==> config.mk <==
export PLATFORM = sky130hd
export DESIGN_NAME = alu_arbiter
export DESIGN_NICKNAME = d
export VERILOG_FILES = /design/src/rtl/alu_arbiter.sv
export SDC_FILE = /design/constraint.sdc
export NUM_CORES = 1
export LEC_CHECK = 0
export ABC_AREA = 1
export BUFFER_PORTS_ARGS = -buffer_cell sky130_fd_sc_hd__buf_2
export CAP_MARGIN = 10
export CORE_MARGIN = 2
export CORE_UTILIZATION = 30
export CTS_BUF_LIST = sky130_fd_sc_hd__clkbuf_4 sky130_fd_sc_hd__clkbuf_8
export DETAILED_ROUTE_END_ITERATION = 16
export GPL_TIMING_DRIVEN = 0
export PLACE_DENSITY_LB_ADDON = 0.15
export SLEW_MARGIN = 20
export SYNTH_ARGS = -nofsm -noshare
export SYNTH_HDL_FRONTEND = slang
export SYNTH_SLANG_ARGS = --single-unit
==> constraint.sdc <==
create_clock -name clk -period 2.4 [get_ports clk]
set_input_delay 0.12 -clock clk [delete_from_list [all_inputs] [get_ports clk]]
set_output_delay 0.12 -clock clk [all_outputs]
set_load 0.05 [all_outputs]
==> src/rtl/alu_arbiter.sv <==
// alu_arbiter
// Round-robin arbiter and sequencer that shares one external combinational ALU
// among NUM_REQ requesters. One request is accepted at a time. Its operands are
// registered and drive the ALU. The ALU result is captured one cycle later and
// returned on a single tagged response port that supports backpressure.
//
// Ports:
//   clk, rst_n            clock and asynchronous active-low reset
//   req_valid/req_ready   per-requester handshake (at most one ready bit high)
//   req_op/req_a/req_b    per-requester op (4 bits) and operands, slice i = requester i
//   alu_op/alu_a/alu_b    registered op and operands driven to the shared ALU
//   alu_x                 combinational result returned by the shared ALU
//   resp_valid/resp_ready response handshake
//   resp_id/resp_data     owning requester index and captured result
//   resp_err              illegal-op flag
//
// Optional feature macro: ALU_ARBITER_ILLEGAL_OP_EN
//   When defined, an accepted op encoding >= 10 returns resp_err=1 and resp_data=0.
//   When undefined, resp_err is tied 0 and every op is passed straight through.
module alu_arbiter #(
  parameter int NUM_REQ = 4,
  parameter int WIDTH   = 32
) (
  input  logic                       clk,
  input  logic                       rst_n,
  input  logic [NUM_REQ-1:0]         req_valid,
  output logic [NUM_REQ-1:0]         req_ready,
  input  logic [NUM_REQ*4-1:0]       req_op,
  input  logic [NUM_REQ*WIDTH-1:0]   req_a,
  input  logic [NUM_REQ*WIDTH-1:0]   req_b,
  output logic [3:0]                 alu_op,
  output logic [WIDTH-1:0]           alu_a,
  output logic [WIDTH-1:0]           alu_b,
  input  logic [WIDTH-1:0]           alu_x,
  output logic                       resp_valid,
  input  logic                       resp_ready,
  output logic [$clog2(NUM_REQ)-1:0] resp_id,
  output logic [WIDTH-1:0]           resp_data,
  output logic                       resp_err
);

  localparam int IDW = $clog2(NUM_REQ);

  typedef enum logic [1:0] {
    IDLE,
    EXEC,
    RESP
  } state_e;

  state_e           state_q, state_d;
  logic [IDW-1:0]   ptr_q, ptr_d;
  logic [IDW-1:0]   grant;
  logic [IDW-1:0]   scanIdx;
  logic             anyValid;
  logic             accept;

  logic [3:0]       op_q;
  logic [WIDTH-1:0] a_q, b_q;
  logic [IDW-1:0]   id_q;
  logic [WIDTH-1:0] respData_q;
  logic [IDW-1:0]   respId_q;
  logic [WIDTH-1:0] captureData;

  logic [3:0]       opArr [NUM_REQ];
  logic [WIDTH-1:0] aArr  [NUM_REQ];
  logic [WIDTH-1:0] bArr  [NUM_REQ];

  for (genvar gi = 0; gi < NUM_REQ; gi++) begin : g_unpack
    assign opArr[gi] = req_op[gi*4 +: 4];
    assign aArr[gi]  = req_a[gi*WIDTH +: WIDTH];
    assign bArr[gi]  = req_b[gi*WIDTH +: WIDTH];
  end

  // Round-robin search: the first valid requester at or above ptr_q, wrapping
  // around, wins the grant.
  always_comb begin
    grant    = ptr_q;
    anyValid = 1'b0;
    scanIdx  = '0;
    for (int k = 0; k < NUM_REQ; k++) begin
      scanIdx = IDW'((int'(ptr_q) + k) % NUM_REQ);
      if (!anyValid && req_valid[scanIdx]) begin
        anyValid = 1'b1;
        grant    = scanIdx;
      end
    end
  end

  // Next-state and handshake outputs. req_ready is gated with rst_n so that it
  // reads as 0 for the whole time reset is held, even if requesters stay valid.
  always_comb begin
    state_d    = state_q;
    ptr_d      = ptr_q;
    req_ready  = '0;
    resp_valid = 1'b0;
    accept     = 1'b0;
    unique case (state_q)
      IDLE: begin
        if (anyValid && rst_n) begin
          req_ready[grant] = 1'b1;
          accept           = 1'b1;
          ptr_d            = (grant == IDW'(NUM_REQ - 1)) ? '0 : grant + 1'b1;
          state_d          = EXEC;
        end
      end
      EXEC: state_d = RESP;
      RESP: begin
        resp_valid = 1'b1;
        if (resp_ready) begin
          state_d = IDLE;
        end
      end
      default: state_d = IDLE;
    endcase
  end

  // State, pointer, operand and response registers. The operands change only
  // on accept. The response is captured only on the EXEC edge, so it holds
  // steady through any backpressure in RESP.
  always_ff @(posedge clk or negedge rst_n) begin
    if (!rst_n) begin
      state_q    <= IDLE;
      ptr_q      <= '0;
      op_q       <= '0;
      a_q        <= '0;
      b_q        <= '0;
      id_q       <= '0;
      respData_q <= '0;
      respId_q   <= '0;
    end else begin
      state_q <= state_d;
      ptr_q   <= ptr_d;
      if (accept) begin
        op_q <= opArr[grant];
        a_q  <= aArr[grant];
        b_q  <= bArr[grant];
        id_q <= grant;
      end
      if (state_q == EXEC) begin
        respData_q <= captureData;
        respId_q   <= id_q;
      end
    end
  end

`ifdef ALU_ARBITER_ILLEGAL_OP_EN
  logic illegalOp;
  logic respErr_q;

  // Encodings above SRA (9) are not ALU ops. Their ALU output is discarded.
  assign illegalOp   = (op_q >= 4'd10);
  assign captureData = illegalOp ? '0 : alu_x;

  // The error flag is captured on the same EXEC edge as the response data.
  always_ff @(posedge clk or negedge rst_n) begin
    if (!rst_n) begin
      respErr_q <= 1'b0;
    end else if (state_q == EXEC) begin
      respErr_q <= illegalOp;
    end
  end

  assign resp_err = respErr_q;
`else
  assign captureData = alu_x;
  assign resp_err    = 1'b0;
`endif

  assign alu_op    = op_q;
  assign alu_a     = a_q;
  assign alu_b     = b_q;
  assign resp_id   = respId_q;
  assign resp_data = respData_q;

endmodule

[Yosys cells after proc, flatten, opt, wreduce, memory -nomap -nowiden]
Cells that the tools add are included.
Operators by class
  add/subtract/negate cells: 4
  $lt $le $gt $ge: 7
  eq/ne operators: 5
  mux-type cells: 35
  bitwise operators: 1
  reductions and logical operators: 11
Operators by type and width (count)
  binary-select mux 32 bit (select 2 bit): 2
  two-way mux 32 bit: 4
  two-way mux 4 bit: 4
  < comparator 2 x 3 -> 1 bit (second input constant): 5
  two-way mux 1 bit: 12
  two-way mux 2 bit: 6
  binary-select mux 1 bit (select 2 bit): 4
  binary-select mux 4 bit (select 2 bit): 1
  case mux 2 bit (3 select lines): 1
  logical AND 1 bit: 5
  adder 2 x 1 -> 2 bit (second input constant): 2
  adder 2 bit (second input constant): 2
  equality test 2 bit (second input constant): 2
  inequality test 2 bit (second input constant): 2
  AND reduction 2 bit: 2
  >= comparator 3 bit (second input constant): 1
  logical NOT 1 bit: 3
  inverter 2 -> 3 bit: 1
  demux 1 bit (select 2 bit): 1
  equality test 2 x 1 -> 1 bit (second input constant): 1
  >= comparator 2 x 1 -> 1 bit (second input constant): 1
  logical NOT 2 bit: 1
Word-level totals
  flip-flop bits (word level): 108
  input bits: 311
  output and inout bits: 108
  logic and storage cells: 71

[Longest topological paths before layout]
Gate-level depths: netlist of run 1.
  depth after elaboration: 18
  gate-level depth with buffers: 17
  depth with buffers taken out: 15

[Worst setup path before layout of run 1]
No wires, ideal clock.
  kind: register to output
  start: register ptr_q[1]
  end: output port req_ready[3]
  data arrival time: 2322 ps
  data required time: 2280 ps
  path slack: -42 ps
  cell stages (with the launch flop): 17
  path through: dfrtp_1 > buf_4 > inv_4 > nand2_1 > nand2_1 > nand2_1 > nand2_2 > nand2_1 > nand2_1 > nand2_1 > nand2_1 > nand3_1 > nand2_2 > buf_4 > ha_1 > inv_1 > nor2_1
Between the ends
  word-level cells in the longest chain between the ends: 18
  elaborated cells between the ends (all ways): 32
RTL lines
  start: declaration: line 51  | logic [IDW-1:0] ptr_q, ptr_d;
  start signal: assignment: line 132  | ptr_q <= ptr_d;
  branches (longest 16 deep; another with < comparator 2 x 3 -> 1 bit)
  two-way mux 4 bit (*): line 99  | if (anyValid && rst_n) begin
  two-way mux 4 bit (*): line 97  | unique case (state_q)
  end: declaration: line 27  | output logic [NUM_REQ-1:0] req_ready,
Mark *: on every way between the ends. The select of a mux whose other input is x is not followed.

[Worst setup path in the final report of run 1]
  start: register ptr_q[0]
  end: output port req_ready[3]
Same word-level chain as after synthesis.

==> flow_summary.toml, run 1 <==
[status]
status = "finished, violations left"
failed_checks = "setup timing"

[grt]
grt_first_pass_wirelength_um = 49500
pin_count_of_the_biggest_net_entering_global_routing = 60
grt_overflow = 0
grt_antenna_before_repair = 6
gr-usage-all-layers = 0.247
via_count_of_the_first_global_routing_pass = 9098

[logic_synthesis]
mapped_cell_area_um2 = 7410
number_of_synthesized_flops_with_an_enable_pin = 0
synth_seq_cells = 108
synth_warnings = 0
asyncSetResetFlopFracSynth = 1.00
post_synth_num_cell_types = 23
synth.net_count = 1416
ys_seq_area_frac = 0.365
synth.avg_cell_area_um2 = 6.71
synthFlopType = "dfrtp_1"
synthCells = 1104

[floorplanning]
die_area_um2 = 26000
initial_core_utilization = 0.305
chipHeight_um = 161
rows = 57
fp.dieW_um = 161
num_io_pins = 419
core_area_um2 = 24300

[flow_run]
drv_cap = 0

[sta]
final_min_period_over_clock_period = 1.07
finalSetupTns_ps = -497
fin_ws_ps = -165
achievable_freq_mhz = 390
fin_worst_skew_ps = 22.2
final-max-slew-violation-count = 0
setup_viol = 5
max_slew_margin = 0.620
worst_pin_slew_ps = 569
hold-worst-slack_ps = 40.2
unrepaired_setup_endpoints_after_global_routing = "true"
finalWorstPathRequiredPeriod_ps = 2570
hold_viol = 0

[setup_path]
slowest_stage = "dfrtp_2"
worst_ep_arrival_time_ps = 2450
largest_fanout_of_any_net_on_the_critical_path = 8
most_common_cell_on_crit_path = "nand2_4"
family_of_cells_with_the_greatest_summed_delay_on_the_critical_path = "simple AND/OR/NAND/NOR gates"
rr_endpoint = "alu_a[18]"
setup.worst_path.class = "register to primary output"
crit_reg_reg_startpoint = "ptr_q[0]"
cp_num_buf_inv = 6
r2r_setup_slack_ps = -20
critical_path_required_ps = 2280
worstPathCellList = "inv_4 -> buf_12 -> nand2_4 -> nand3_2 -> nand2_4 -> nand4_4 -> inv_4 -> nand2_4 -> nand2_4 -> buf_8 -> ha_4 -> inv_2 -> nor2_4 -> buf_8"
timing.critical_path.slowest_cell_delay_ps = 500
timing.critical_path.from_type = "register"
rr_worst_depth = 19
setup.worst_path.end_class = "primary output"

[finish]
finish.utilization = 0.482
most-common-layout-cells = "nand2_1 (464), buf_2 (426), nand3_1 (221), dfrtp_1 (107), inv_1 (59)"
synthesis_to_finish_area_growth_pct = 58.1
layout_commonest_cell = "nand2_1"
final_layout_size_suffix_gt1_frac = 0.414
finish.net_count = 1926

[power]
peakVddDrop_v = 0.000646
pwr_density_cell_nw_per_um2 = 1940
switching_share = 0.569
share_seq_of_total_power = 0.142
power_frac_clock = 0.056
cellLeakagePower_uw = 0.00668
p_comb_frac = 0.802
netSwitchingPower_uw = 12900
intPower_uw = 9800

[clock_network]
h-tree-depth = 3
cts-root-buf = "clkbuf_8"
cts_inserted_buffers = 9
clock_sinks = 108
worstSkewPairLatency_ps = 410
clk_pin_slew_worst_paths_ps = 130
cts_tree = "built"
clock_path_buffers = 2

[detailed_routing]
drt-total-wl_um = 33800
avgViaCountPerCell = 4.78
detail-route-antenna-nets = 0
wl_per_cell_um = 17.4
initialDrtViolationCount = 425
detail_route.drc_violations = 0
num_vias = 9313
dr.pass1.iters = 5

[worst_hold_path]
whs_endpoint = "alu_op[2]"
whs_path_depth = 5
worst_hold_startpoint = "req_op[6]"
worstHoldPathType = "input pin to register"

[placement]
place.gp.congestion = 0.850
placement.setup.worst_slack_ps = -207
place.detailed.hpwl_um = 24500
placement.io_buffers = 417
worst min-delay path, delay by kind of cell:
family,cells,cell delay (ps)
buf+inv,1,80
simple gates,4,220
how the worst max path moves through the flow:
stage | depth (start not counted) | from | end
after CTS | 15 | ptr_q[0] | req_ready[3]
final | 14 | ptr_q[0] | req_ready[3]
after global routing | 16 | ptr_q[0] | req_ready[3]
after floorplan | 15 | ptr_q[1] | req_ready[2]
after detailed placement | 13 | ptr_q[0] | req_ready[3]
after global placement | 7 | rst_n | req_ready[3]
metrics by stage:
stage / power [uW] / instances / cell area (um^2)
final: 22700 / 1947 / 11700
after global routing: 24500 / 1947 / 11700
after CTS: 21000 / 1929 / 11100
after detailed placement: 18300 / 1846 / 9940
after global placement: 18200 / 1845 / 9910
after floorplan: 14000 / 1104 / 7410
flip-flops by register name, summed over array words and instances (netlist names):
| name | cells |
|---|---|
| state_q | 2 |
| alu_op | 4 |
| resp_data | 32 |
| alu_b | 32 |
| resp_id | 2 |
| id_q | 2 |
| alu_a | 32 |
| ptr_q | 2 |
routing by layer:
| layer | vias to the layer above | GRT usage | wire length, um |
|---|---|---|---|
| met3 | 42 | 0.0544 | 2530 |
| met1 | 4311 | 0.292 | 13300 |
| met2 | 406 | 0.443 | 17200 |
| met4 | 2 | 0.0804 | 748 |
| met5 | - | 0 | 13 |
| li1 | 4552 | - | - |
cells in the mapped netlist, types with 2 or more instances:
library cell	count	area share
inv_1	60	0.030
o21ai_0	6	0.0041
nor2_2	2	0.0017
clkinv_1	2	0.0010
nand4_2	2	0.0034
mux2_2	32	0.049
buf_4	23	0.023
buf_2	38	0.026
buf_1	2	0.0010
dfrtp_1	108	0.36
buf_6	3	0.0046
nor2_1	7	0.0035
inv_2	2	0.0010
nand2_1	498	0.25
nand2_2	11	0.0093
nand3b_1	51	0.052
nand3_1	236	0.16
clkbuf_1	16	0.0081
area by class of cell:
class                   count  area, um^2
flip-flops and latches    108        2700
repair buffers            500        3050
clock buffers               9         124
plain buffers              81         716
multi-input cells         849        4360
inverters                  65         260
diodes                      4        10.0
well taps                 324         405
clock inverters             7        91.3
fillers                  2535       12600
timing repair:
action | CTS | global route
setup buffers | 32 | 7
hold endpoints to repair | 83 | 0
pin swaps | 29 | 90
hold buffers | 35 | 0
setup endpoints to repair | 65 | 72
resized for setup | 86 | 138
gates cloned | 1 | 7
cell families (layout without fill, tap and decap cells):
kind of cell | Yosys count | count (layout) | synth area share
other cells | 1 | 5 | 0.000506
flops | 108 | 108 | 0.365
buf+inv | 147 | 662 | 0.0959
fa+ha+maj | 1 | 1 | 0.00169
compound gates | 7 | 7 | 0.00473
mux | 32 | 32 | 0.0486
simple gates | 808 | 808 | 0.484
power groups by stage:
stage	Sequential [uW]	Combinational [uW]	Clock, uW
after global routing	3330	19800	1390
after floorplan	6180	7820	0
after CTS	3220	16500	1320
final	3230	18200	1280
after detailed placement	3230	15000	0
after global placement	3220	15000	0
Note: power is estimated with default switching activity, not from simulation.
==> run 2, diff against run 1 <==
Settings changed: BUFFER_PORTS_ARGS -buffer_cell sky130_fd_sc_hd__buf_2 to -buffer_cell sky130_fd_sc_hd__buf_4.
==> flow_summary.toml, run 2 (synthesis results as in run 1) <==
[finish]
final_layout_size_suffix_gt1_frac = 0.399
most-common-layout-cells = "nand2_1 (472), buf_4 (451), nand3_1 (227), dfrtp_1 (107), inv_1 (59)"
synthesis_to_finish_area_growth_pct = 65.9
layout_commonest_cell = "nand2_1"
finish.utilization = 0.506
finish.net_count = 1910
final.fill_count = 2432

[clock_network]
cts_inserted_buffers = 9
worstSkewPairLatency_ps = 410
h-tree-depth = 3
clk_pin_slew_worst_paths_ps = 130
clock_path_buffers = 2
cts-root-buf = "clkbuf_8"
clock_sinks = 108
cts_tree = "built"

[detailed_routing]
detail_route.drc_violations = 0
drt-total-wl_um = 33800
detail-route-antenna-nets = 0
num_vias = 9194
wl_per_cell_um = 17.5
dr.pass1.iters = 5
initialDrtViolationCount = 448
avgViaCountPerCell = 4.77

[sta]
worst_pin_slew_ps = 580
unrepaired_setup_endpoints_after_global_routing = "true"
fin_worst_skew_ps = 23.1
setup_viol = 4
achievable_freq_mhz = 397
finalWorstPathRequiredPeriod_ps = 2520
final_min_period_over_clock_period = 1.05
fin_ws_ps = -117
hold_viol = 0
max_slew_margin = 0.613
hold-worst-slack_ps = 43.0
final-max-slew-violation-count = 0

[power]
power_frac_clock = 0.054
netSwitchingPower_uw = 12700
p_comb_frac = 0.799
pwr_density_cell_nw_per_um2 = 1800
intPower_uw = 9410
share_seq_of_total_power = 0.148
peakVddDrop_v = 0.000688
switching_share = 0.574
cellLeakagePower_uw = 0.00683

[floorplanning]
rows = 57
initial_core_utilization = 0.305
core_area_um2 = 24300
chipHeight_um = 161
die_area_um2 = 26000
fp.dieW_um = 161
num_io_pins = 419

[setup_path]
setup.worst_path.class = "register to primary output"
worstSetupStartpoint = "ptr_q[0]"
setup.worst_path.end_class = "primary output"
worst_ep_arrival_time_ps = 2400
timing.critical_path.from_type = "register"
crit_reg_reg_startpoint = "ptr_q[0]"
critical_path_required_ps = 2280
largest_fanout_of_any_net_on_the_critical_path = 8

[flow_run]
drv_cap = 0

[placement]
placement.io_buffers = 417
place.detailed.hpwl_um = 25100
place.gp.congestion = 0.840

[status]
failed_checks = "setup timing"
status = "finished, violations left"

[worst_hold_path]
worst_hold_startpoint = "req_a[61]"
worstHoldPathType = "input pin to register"

[grt]
grt_overflow = 0
grt_first_pass_wirelength_um = 50100
via_count_of_the_first_global_routing_pass = 9113
gr-usage-all-layers = 0.249
pin_count_of_the_biggest_net_entering_global_routing = 56
grt_antenna_before_repair = 1
[run 2: cell types whose count changed in the layout (fill, tap and decap cells not counted), sizes merged]
cell,previous run,this run
bufinv,1,0
clkinv,2,4
buf,518,502
diode,4,1
clkinvlp,1,0
[run 2: layout make-up]
type                       count  area, um^2  area share
buffer                        81         629      0.0512
antenna                        1        2.50    0.000203
clock buffer                   9         124      0.0101
clock inverter                 7        67.6     0.00549
multi-input combinational    849        4320       0.351
sequential                   108        2700       0.220
timing repair buffer         484        3790       0.308
tap                          324         405      0.0330
inverter                      65         258      0.0210
[run 2: repair_timing]
action                     CTS  global route
hold buffers                34             0
setup buffers               28             4
pin swaps                   25            18
hold endpoints to repair    86             0
setup endpoints to repair   66            72
gates resized for setup     67           101
[run 2: worst max-delay path, cell delays in order (launching register included)]
cell      delay [ps]
dfrtp_2          480
inv_4            100
buf_8            140
nand2_2           50
nand2_1           70
nand2_1           90
nand2_2          130
nand4_4          160
clkinv_2          90
nand2_2           70
nand2_4           90
buf_8            120
ha_4             130
inv_2             40
nor2_4            90
buf_8            150
[run 2: per-layer routing]
layer  track usage  part of all wire  vias to the layer above
met5             0                 0                        -
li1              -                 -                     4520
met1         0.297              0.40                     4244
met2         0.444              0.50                      370
met3        0.0583             0.072                       60
met4        0.0783             0.027                        0
[run 2: power groups by stage]
stage,Combinational [uW],Sequential (uW),Clock [uW]
6_report,17700,3260,1190
3_3_place_gp,15600,3260,0
3_5_place_dp,15700,3270,0
2_1_floorplan,7820,6180,0
5_1_grt,19200,3370,1300
4_1_cts,17000,3250,1220
[run 2: path summary, 6_finish.rpt]
path,endpoint,slack [ps],depth (start not counted)
setup reg to reg,alu_b[27],60,15
min in group asynchronous,resp_data[11],240,2
hold reg to reg,alu_a[6],490,2
hold / removal,alu_a[29],40,5
max in group asynchronous,alu_b[17],1470,3
setup / recovery,req_ready[3],-120,15
[run 2: metrics by stage]
| stage | area, um^2 | cells | setup slack (ps) | setup TNS (ps) | power, uW |
|---|---|---|---|---|---|
| detailed placement | 11000 | 1846 | -157 | -4330 | 18900 |
| floorplan | 7410 | 1104 | 74.1 | 0 | 14000 |
| global route | 12300 | 1928 | -214 | -1530 | 23800 |
| finish | 12300 | 1928 | -117 | -310 | 22100 |
| CTS | 12000 | 1924 | -76.3 | -226 | 21500 |
| global placement | 11000 | 1845 | -570 | -33660 | 18800 |
